--- src/rtl/cr_prefix_fe_accum_if.sv ---
// Feature-vector output bus of cr_prefix_fe_accum (valid/ready plus record payload).
// Optional out_first lane is present only when CR_PREFIX_FE_ACCUM_FIRST_EN is defined.
interface cr_prefix_fe_accum_if #(
    parameter int N_CMP  = 4,
    parameter int CNT_W  = 8,
    parameter int CHAR_W = 16
);
    logic                     out_valid;
    logic                     out_ready;
    logic [N_CMP*CNT_W-1:0]   out_cnt;
    logic [CHAR_W-1:0]        out_char_cnt;
`ifdef CR_PREFIX_FE_ACCUM_FIRST_EN
    logic [N_CMP-1:0]         out_first;

    modport master (output out_valid, output out_cnt, output out_char_cnt,
                    output out_first, input out_ready);
    modport slave  (input out_valid, input out_cnt, input out_char_cnt,
                    input out_first, output out_ready);
`else
    modport master (output out_valid, output out_cnt, output out_char_cnt,
                    input out_ready);
    modport slave  (input out_valid, input out_cnt, input out_char_cnt,
                    output out_ready);
`endif
endinterface

--- src/rtl/cr_prefix_fe_accum.sv ---
// Per-record saturating match/char accumulator with a two-deep (OUT + SKID) output buffer.
// Optional macro CR_PREFIX_FE_ACCUM_FIRST_EN adds out_first (cmp_r of the record's first char).
module cr_prefix_fe_accum #(
    parameter int N_CMP  = 4,
    parameter int CNT_W  = 8,
    parameter int CHAR_W = 16
) (
    input  logic                  clk,
    input  logic                  rst_n,
    input  logic [N_CMP-1:0]      cmp_r,
    input  logic                  char_valid_r,
    input  logic                  char_last,
    cr_prefix_fe_accum_if.master  o_bus,
    output logic                  drop_pulse,
    output logic [15:0]           drop_cnt
);
    localparam int CNTS_W = N_CMP * CNT_W;
`ifdef CR_PREFIX_FE_ACCUM_FIRST_EN
    localparam int REC_W  = N_CMP + CNTS_W + CHAR_W;
`else
    localparam int REC_W  = CNTS_W + CHAR_W;
`endif

    typedef enum logic [1:0] {S_EMPTY, S_ONE, S_TWO} state_t;

    state_t              r_state, w_state_next;
    logic [CNTS_W-1:0]   r_acc;
    logic [CNTS_W-1:0]   w_acc_next;
    logic [CHAR_W-1:0]   r_char_acc;
    logic [CHAR_W-1:0]   w_char_next;
    logic [REC_W-1:0]    w_rec;
    logic [REC_W-1:0]    r_out, r_skid;
    logic                r_drop_pulse;
    logic [15:0]         r_drop_cnt;
    logic                w_done, w_drain;
    logic                w_load_out_new, w_load_out_skid, w_load_skid, w_drop;

    assign w_done  = char_valid_r & char_last;
    assign w_drain = (r_state != S_EMPTY) & o_bus.out_ready;

    // Completion value already includes the current char.
    for (genvar gi = 0; gi < N_CMP; gi++) begin : g_lane
        assign w_acc_next[gi*CNT_W +: CNT_W] =
            (cmp_r[gi] && (r_acc[gi*CNT_W +: CNT_W] != {CNT_W{1'b1}}))
                ? r_acc[gi*CNT_W +: CNT_W] + CNT_W'(1)
                : r_acc[gi*CNT_W +: CNT_W];
    end

    assign w_char_next = (r_char_acc == {CHAR_W{1'b1}}) ? r_char_acc
                                                        : r_char_acc + CHAR_W'(1);

`ifdef CR_PREFIX_FE_ACCUM_FIRST_EN
    logic [N_CMP-1:0] r_first;
    logic [N_CMP-1:0] w_first_next;

    assign w_first_next = (r_char_acc == '0) ? cmp_r : r_first;
    assign w_rec        = {w_first_next, w_acc_next, w_char_next};

    always_ff @(posedge clk or negedge rst_n) begin
        if (!rst_n)            r_first <= '0;
        else if (char_valid_r) r_first <= w_first_next;
    end

    assign o_bus.out_first = r_out[CNTS_W + CHAR_W +: N_CMP];
`else
    assign w_rec = {w_acc_next, w_char_next};
`endif

    always_ff @(posedge clk or negedge rst_n) begin
        if (!rst_n) begin
            r_acc      <= '0;
            r_char_acc <= '0;
        end else if (char_valid_r) begin
            r_acc      <= w_done ? '0 : w_acc_next;
            r_char_acc <= w_done ? '0 : w_char_next;
        end
    end

    always_ff @(posedge clk or negedge rst_n) begin
        if (!rst_n) r_state <= S_EMPTY;
        else        r_state <= w_state_next;
    end

    always_comb begin
        w_state_next    = r_state;
        w_load_out_new  = 1'b0;
        w_load_out_skid = 1'b0;
        w_load_skid     = 1'b0;
        w_drop          = 1'b0;
        case (r_state)
            S_EMPTY: begin
                if (w_done) begin
                    w_load_out_new = 1'b1;
                    w_state_next   = S_ONE;
                end
            end
            S_ONE: begin
                if (w_done && w_drain) begin
                    w_load_out_new = 1'b1;
                end else if (w_done) begin
                    w_load_skid  = 1'b1;
                    w_state_next = S_TWO;
                end else if (w_drain) begin
                    w_state_next = S_EMPTY;
                end
            end
            S_TWO: begin
                if (w_drain) begin
                    w_load_out_skid = 1'b1;
                    w_load_skid     = w_done;
                    w_state_next    = w_done ? S_TWO : S_ONE;
                end else if (w_done) begin
                    w_drop = 1'b1;
                end
            end
            default: w_state_next = S_EMPTY;
        endcase
    end

    always_ff @(posedge clk or negedge rst_n) begin
        if (!rst_n) begin
            r_out  <= '0;
            r_skid <= '0;
        end else begin
            if (w_load_out_new)       r_out <= w_rec;
            else if (w_load_out_skid) r_out <= r_skid;
            if (w_load_skid)          r_skid <= w_rec;
        end
    end

    always_ff @(posedge clk or negedge rst_n) begin
        if (!rst_n) begin
            r_drop_pulse <= 1'b0;
            r_drop_cnt   <= '0;
        end else begin
            r_drop_pulse <= w_drop;
            if (w_drop && (r_drop_cnt != 16'hFFFF))
                r_drop_cnt <= r_drop_cnt + 16'd1;
        end
    end

    assign o_bus.out_valid    = (r_state != S_EMPTY);
    assign o_bus.out_cnt      = r_out[CHAR_W +: CNTS_W];
    assign o_bus.out_char_cnt = r_out[CHAR_W-1:0];
    assign drop_pulse         = r_drop_pulse;
    assign drop_cnt           = r_drop_cnt;
endmodule
--- src/flat_wrapper.sv ---
// flat-port wrapper written by rule: the top's interface ports become plain ports
module cr_prefix_fe_accum_flat 
#(
    parameter int N_CMP  = 4,
    parameter int CNT_W  = 8,
    parameter int CHAR_W = 16
)
  (clk, rst_n, cmp_r, char_valid_r, char_last, drop_pulse, drop_cnt, o_bus_out_valid, o_bus_out_cnt, o_bus_out_char_cnt, o_bus_out_ready);
  cr_prefix_fe_accum_if #(.N_CMP(N_CMP), .CNT_W(CNT_W), .CHAR_W(CHAR_W)) o_bus_i ();
  input  logic clk;
  input  logic rst_n;
  input  logic [N_CMP-1:0] cmp_r;
  input  logic char_valid_r;
  input  logic char_last;
  output logic drop_pulse;
  output logic [15:0] drop_cnt;
  output wire logic [$bits(o_bus_i.out_valid)-1:0] o_bus_out_valid;
  output wire logic [$bits(o_bus_i.out_cnt)-1:0] o_bus_out_cnt;
  output wire logic [$bits(o_bus_i.out_char_cnt)-1:0] o_bus_out_char_cnt;
  input wire logic [$bits(o_bus_i.out_ready)-1:0] o_bus_out_ready;
  assign o_bus_out_valid = o_bus_i.out_valid;
  assign o_bus_out_cnt = o_bus_i.out_cnt;
  assign o_bus_out_char_cnt = o_bus_i.out_char_cnt;
  assign o_bus_i.out_ready = o_bus_out_ready;
  cr_prefix_fe_accum #(.N_CMP(N_CMP), .CNT_W(CNT_W), .CHAR_W(CHAR_W)) u_core (.clk(clk), .rst_n(rst_n), .cmp_r(cmp_r), .char_valid_r(char_valid_r), .char_last(char_last), .o_bus(o_bus_i), .drop_pulse(drop_pulse), .drop_cnt(drop_cnt));
endmodule
--- config.mk ---
export PLATFORM = sky130hd
export DESIGN_NAME = cr_prefix_fe_accum_flat
export DESIGN_NICKNAME = d
export VERILOG_FILES = /design/src/rtl/cr_prefix_fe_accum_if.sv /design/src/rtl/cr_prefix_fe_accum.sv /design/src/flat_wrapper.sv
export SDC_FILE = /design/constraint.sdc
export NUM_CORES = 1
export LEC_CHECK = 0
export ABC_CLOCK_PERIOD_IN_PS = 2350
export CORE_UTILIZATION = 45
export CTS_CLUSTER_DIAMETER = 30
export DETAILED_ROUTE_END_ITERATION = 8
export SYNTH_ARGS = -nofsm -noshare
export SYNTH_HDL_FRONTEND = slang
export SYNTH_SLANG_ARGS = --single-unit
--- constraint.sdc ---
create_clock -name clk -period 2.35 [get_ports clk]
set_input_delay 0.3525 -clock clk [delete_from_list [all_inputs] [get_ports clk]]
set_output_delay 0.3525 -clock clk [all_outputs]
set_load 0.02 [all_outputs]
## Word-level counts from Yosys, hierarchy flattened

Index checks and enable logic that the tools add are counted.

| word-level totals | value |
|---|---|
| flip-flop bits (word level) | 163 |
| bits in latches | 0 |
| RAM bits | 0 |
| bits in read-only memories | 0 |
| output and inout bits | 66 |
| memories | 0 |

| operators by class | value |
|---|---|
| $add $sub $neg | 6 |
| multiply operators | 0 |
| div/mod/pow operators | 0 |
| $lt $le $gt $ge | 0 |
| eq/ne operators | 12 |
| shift-type cells | 0 |
| mux-type cells | 26 |
| bitwise logic cells | 2 |
| reduce and logical (&&, ||, !) cells | 10 |

Operators with widths:

| kind | number |
|---|---|
| 48-bit 2-to-1 mux | 2 |
| 16-bit by 1-bit adder with 16-bit output, second input constant | 2 |
| 8-bit by 1-bit adder with 8-bit output, second input constant | 4 |
| 16-bit 2-to-1 mux | 2 |
| 32-bit 2-to-1 mux | 1 |
| 8-bit 2-to-1 mux | 4 |
| 8-bit != test, second input constant | 4 |
| 16-bit == test, second input constant | 1 |
| 16-bit != test, second input constant | 1 |
| 2-bit 2-to-1 mux | 6 |
| 1-bit 2-to-1 mux | 8 |
| 1-bit logical AND | 6 |
| 2-bit one-hot mux with 3 select lines | 1 |
| 2-bit by 1-bit != test with 1-bit output, second input constant | 2 |
| 1-bit one-hot mux with 2 select lines | 2 |
| 4-bit AND reduction | 1 |
| 2-bit nonzero test | 2 |
| 3-bit by 1-bit != test with 1-bit output, second input constant | 1 |
| 1-bit AND | 2 |
| 2-bit by 1-bit == test with 1-bit output, second input constant | 1 |
| 2-bit == test, second input constant | 1 |
| 2-bit logical NOT | 1 |
| 2-bit != test, second input constant | 1 |

## Longest topological paths before layout

| logic depth | value |
|---|---|
| depth after elaboration | 6 |
| gate-level depth with buffers | 10 |

## Worst setup path before layout

Ideal clock, no wire load.

| path | value |
|---|---|
| path kind | reg2reg |
| start point | register u_core.r_state[0] |
| end point | register u_core.r_out[43] |
| setup time | 133 ps |
| data arrival time | 1,780 ps |
| required time | 2,217 ps |
| slack | 438 ps |
| stages on the path, launching flop included | 9 |
| buffers on the path | 2 |
| clock period less this slack | 1,912 ps |
| path through | dfrtp_1 -> inv_1 -> ha_1 -> nand3b_1 -> buf_2 -> buf_2 -> mux2_2 -> nand2_1 -> o21ai_0 |

| on the way | value |
|---|---|
| longest elaborated chain between the ends | 6 |

RTL lines:

| element | RTL line | source |
|---|---|---|
| start: declaration | cr_prefix_fe_accum.sv:26 | `state_t r_state, w_state_next;` |
| start signal: assignment | cr_prefix_fe_accum.sv:81 | `else r_state <= w_state_next;` |
| 2-bit nonzero test | cr_prefix_fe_accum.sv:39 | `assign w_drain = (r_state != S_EMPTY) & o_bus.out_ready;` |
| 1-bit AND | cr_prefix_fe_accum.sv:39 |  |
| 1-bit logical AND | cr_prefix_fe_accum.sv:98 | `if (w_done && w_drain) begin` |
| 1-bit 2-to-1 mux | cr_prefix_fe_accum.sv:98 |  |
| 1-bit one-hot mux with 2 select lines | cr_prefix_fe_accum.sv:90 | `case (r_state)` |
| 48-bit 2-to-1 mux or 2-bit nonzero test (tied branches) | -- |  |
| end signal: assignment | cr_prefix_fe_accum.sv:125 | `if (w_load_out_new) r_out <= w_rec;` |
| end signal: assignment | cr_prefix_fe_accum.sv:126 | `else if (w_load_out_skid) r_out <= r_skid;` |
| end: declaration | cr_prefix_fe_accum.sv:32 | `logic [REC_W-1:0] r_out, r_skid;` |

Parallel ways exist; a longest one is shown, timed or not.
A chain may end at the register's enable or synchronous reset.

## Final worst setup path

| path | value |
|---|---|
| start point | register u_core.r_state[0] |
| end point | output o_bus_out_valid |

| on the way | value |
|---|---|
| longest elaborated chain between the ends | 1 |

RTL lines:

| element | RTL line | source |
|---|---|---|
| 2-bit nonzero test | cr_prefix_fe_accum.sv:142 | `assign o_bus.out_valid = (r_state != S_EMPTY);` |
| end: declaration | flat_wrapper.sv:17 | `output wire logic [$bits(o_bus_i.out_valid)-1:0] o_bus_out_valid;` |

Every way passes these cells.

==> metrics.csv <==
metric;value;unit
Placer Congestion;0.859;
CTS Root Cell;clkbuf_16;
commonest cells after routing, fill and taps aside;dfrtp_1, nand2_1, clkdlybuf4s50_1, o21ai_1, o21ai_0;
clock sinks;163;
Worst-Margin Slew;0.517;ns
Placement Rows;49;
WP data required;2.00;ns
post-route clock skew;0.00882;ns
final net count;921;
most common cell after layout, fill and taps aside;dfrtp_1;
Synth cell types;60;
syn_nets;853;
# Max-Cap Violations;0;
Overall Power;7.72;mW
WHS;0.383;ns
Final Cycle Share;94.2;%
layout cells sized above 1;12.7;%
CTS tree;yes;
Peak VDD IR;0.000556;V
first-pass GRT wire length;29.7;mm
Worst Hold Class;input pin to async pin;
CP arrival;1.86;ns
Most common cell on crit path;inv_1;
Max Fclk;0.452;GHz
# IOs;75;
Vias;6361;
vias in the first global route;5996;
DIE AREA;0.0188;mm²
GRT busiest layer;met2;
Post-Place Setup Slack;0.222;ns
Total GRT Usage;20.2;%
CP cell instances;inv_1, ha_1, inv_1, clkdlybuf4s50_1;
Clock Latency Late Sink;0.43;ns
dpl hpwl;12.0;mm
leakage power;4.33;nW
Synth warnings;0;
Clk pin slew, worst setup/hold paths;0.06;ns
Syn Area/Cell;9.88;µm²
core footprint;0.0180;mm²
largest net degree at the start of global routing;92;
total CTS buffers;17;
setup TNS;0;ns
Syn Inst Count;833;
port bufs;74;
Synth Flop Type;dfrtp_1;
FF-to-FF path depth;8;
Yosys reg bits;163;
status;finished clean;
fill cell count;1572;
Final Slew Violations;0;
Rel. slew slack;65.3;%
CTS max path bufs;2;
H-tree levels;4;
gr ovfl total;0;
drt pass-1 iters;7;
antenna violations before repair;0;
CP max FO;4;
Final Hold Violating Endpoints;0;
RSZ-0062 raised after global routing;false;
GR Util met3;3.68;%
final setup fails;0;
area of the multi-input gates;0.00390;mm²
setup ws final;0.136;ns
Setup Fix Bufs, Post-CTS;0;
met1 usage in global routing;26.5;%
sequential share of the synthesized area;49.6;%
Seq. cell area;0.00408;mm²
Critical Path Start Type;flip-flop;
initial detailed-routing violation count;437;
CP max-delay cell;clkdlybuf4s50_1;
area grow syn2layout;19.8;%
Die W;137;µm
die height;137;µm
CP max stage delay;0.59;ns
Avg WL per Cell;15.7;µm
met2 Use GR;33.5;%
CP Capture Type;primary output;
fraction of registers with async set/reset;100;%
antenna-violating nets left;0;
DRC Markers;0;
n_diodes;0;
PwrDens;783;mW/mm²
initial core utilization;45.8;%
DRT Wirelength;17.9;mm
Tmin final;2.21;ns
fin util;54.9;%
Post-Syn Area;0.00823;mm²
vias per cell;5.57;
number of synthesized flops with an enable pin;0;
kind of critical path;flip-flop to primary output;
## sequential cells by signal (all words and copies together), names as in the netlist
| signal | cells |
|---|---|
| u_core.drop_pulse | 1 |
| u_core.r_state | 2 |
| u_core.r_char_acc | 16 |
| u_core.drop_cnt | 16 |
| u_core.r_out | 48 |
| u_core.r_acc | 32 |
| u_core.r_skid | 48 |
## worst paths after layout
check                                                 end                     startpoint  slack, ns
setup / recovery                          o_bus_out_valid  u_core.r_state[0]$_DFFE_PN0P_       0.14
hold / removal              u_core.r_skid[35]$_DFFE_PN0P_                          rst_n       0.38
setup reg to reg             u_core.r_skid[6]$_DFFE_PN0P_  u_core.r_state[0]$_DFFE_PN0P_       0.30
hold reg to reg              u_core.r_skid[8]$_DFFE_PN0P_   u_core.r_skid[8]$_DFFE_PN0P_       0.48
max in group asynchronous  u_core.drop_cnt[3]$_DFFE_PN0P_                          rst_n       1.27
min in group clk             u_core.r_skid[8]$_DFFE_PN0P_   u_core.r_skid[8]$_DFFE_PN0P_       0.48
## cell usage after synthesis (all sizes together) (5+ instances only)
| master | instances | share of area (%) |
|---|---|---|
| a21o | 5 | 0.46 |
| a21oi | 24 | 1.5 |
| a22o | 7 | 0.75 |
| and2 | 5 | 0.38 |
| and3 | 10 | 0.76 |
| and4 | 5 | 0.53 |
| buf | 24 | 1.6 |
| clkbuf | 21 | 0.96 |
| dfrtp | 163 | 50 |
| ha | 11 | 1.7 |
| inv | 13 | 0.59 |
| mux2 | 51 | 7.0 |
| mux2i | 24 | 2.9 |
| nand2 | 145 | 6.7 |
| nand2b | 7 | 0.53 |
| nand3 | 20 | 1.3 |
| nand4 | 20 | 1.7 |
| nor2 | 46 | 2.1 |
| nor2b | 5 | 0.38 |
| nor3 | 9 | 0.67 |
| nor4 | 11 | 1.6 |
| o21ai | 118 | 7.2 |
| o2bb2ai | 9 | 0.96 |
| xnor2 | 25 | 2.7 |
| xor2 | 10 | 1.1 |
## critical path, delay by kind of cell (launching register included)
family | cells | cell delay, ns
buf+inv | 3 | 0.77
flops | 1 | 0.39
fa+ha+maj | 1 | 0.27
## report_power, final
group	total [mW]	switching [mW]	internal, mW
logic	1.70	0.956	0.743
registers	3.33	0.215	3.12
clock network	2.69	1.09	1.59
## what timing repair did
action,CTS,global route
hold buffers,1,0
hold endpoints to repair,32,0
resized for setup,0,0
## metrics by stage
stage | area, µm² | cells
4_1_cts | 9860 | 1142
5_1_grt | 9860 | 1142
3_5_place_dp | 9270 | 1110
2_1_floorplan | 8230 | 833
3_3_place_gp | 9270 | 1110
6_report | 9860 | 1142
## layout make-up
class,instances,area share (%)
inverter,13,0.495
timing repair buffer,94,9.84
clock buffer,24,5.09
sequential,163,41.4
clock inverter,7,0.724
multi-input combinational,612,39.6
tap,229,2.91
## cell families (layout without fill, tap and decap cells)
| kind of cell | after synthesis | after routing | share of synthesized area, % |
|---|---|---|---|
| xor gates and xnor gates | 35 | 35 | 3.73 |
| DFF | 163 | 163 | 49.6 |
| buffers and inverters | 58 | 138 | 3.16 |
| adders and majority gates | 11 | 11 | 1.67 |
| and+or+nand+nor | 296 | 296 | 18.0 |
| AOI/OAI and AO/OA | 195 | 195 | 14.0 |
| muxes | 75 | 75 | 9.90 |
## per-layer routing
metal | vias up | part of all wire (%)
met1 | 3117 | 47
met3 | 27 | 3.2
met4 | 0 | 1.6
li1 | 3087 | -
met2 | 130 | 48
met5 | - | 0
Power figures use the tool's default switching activity.
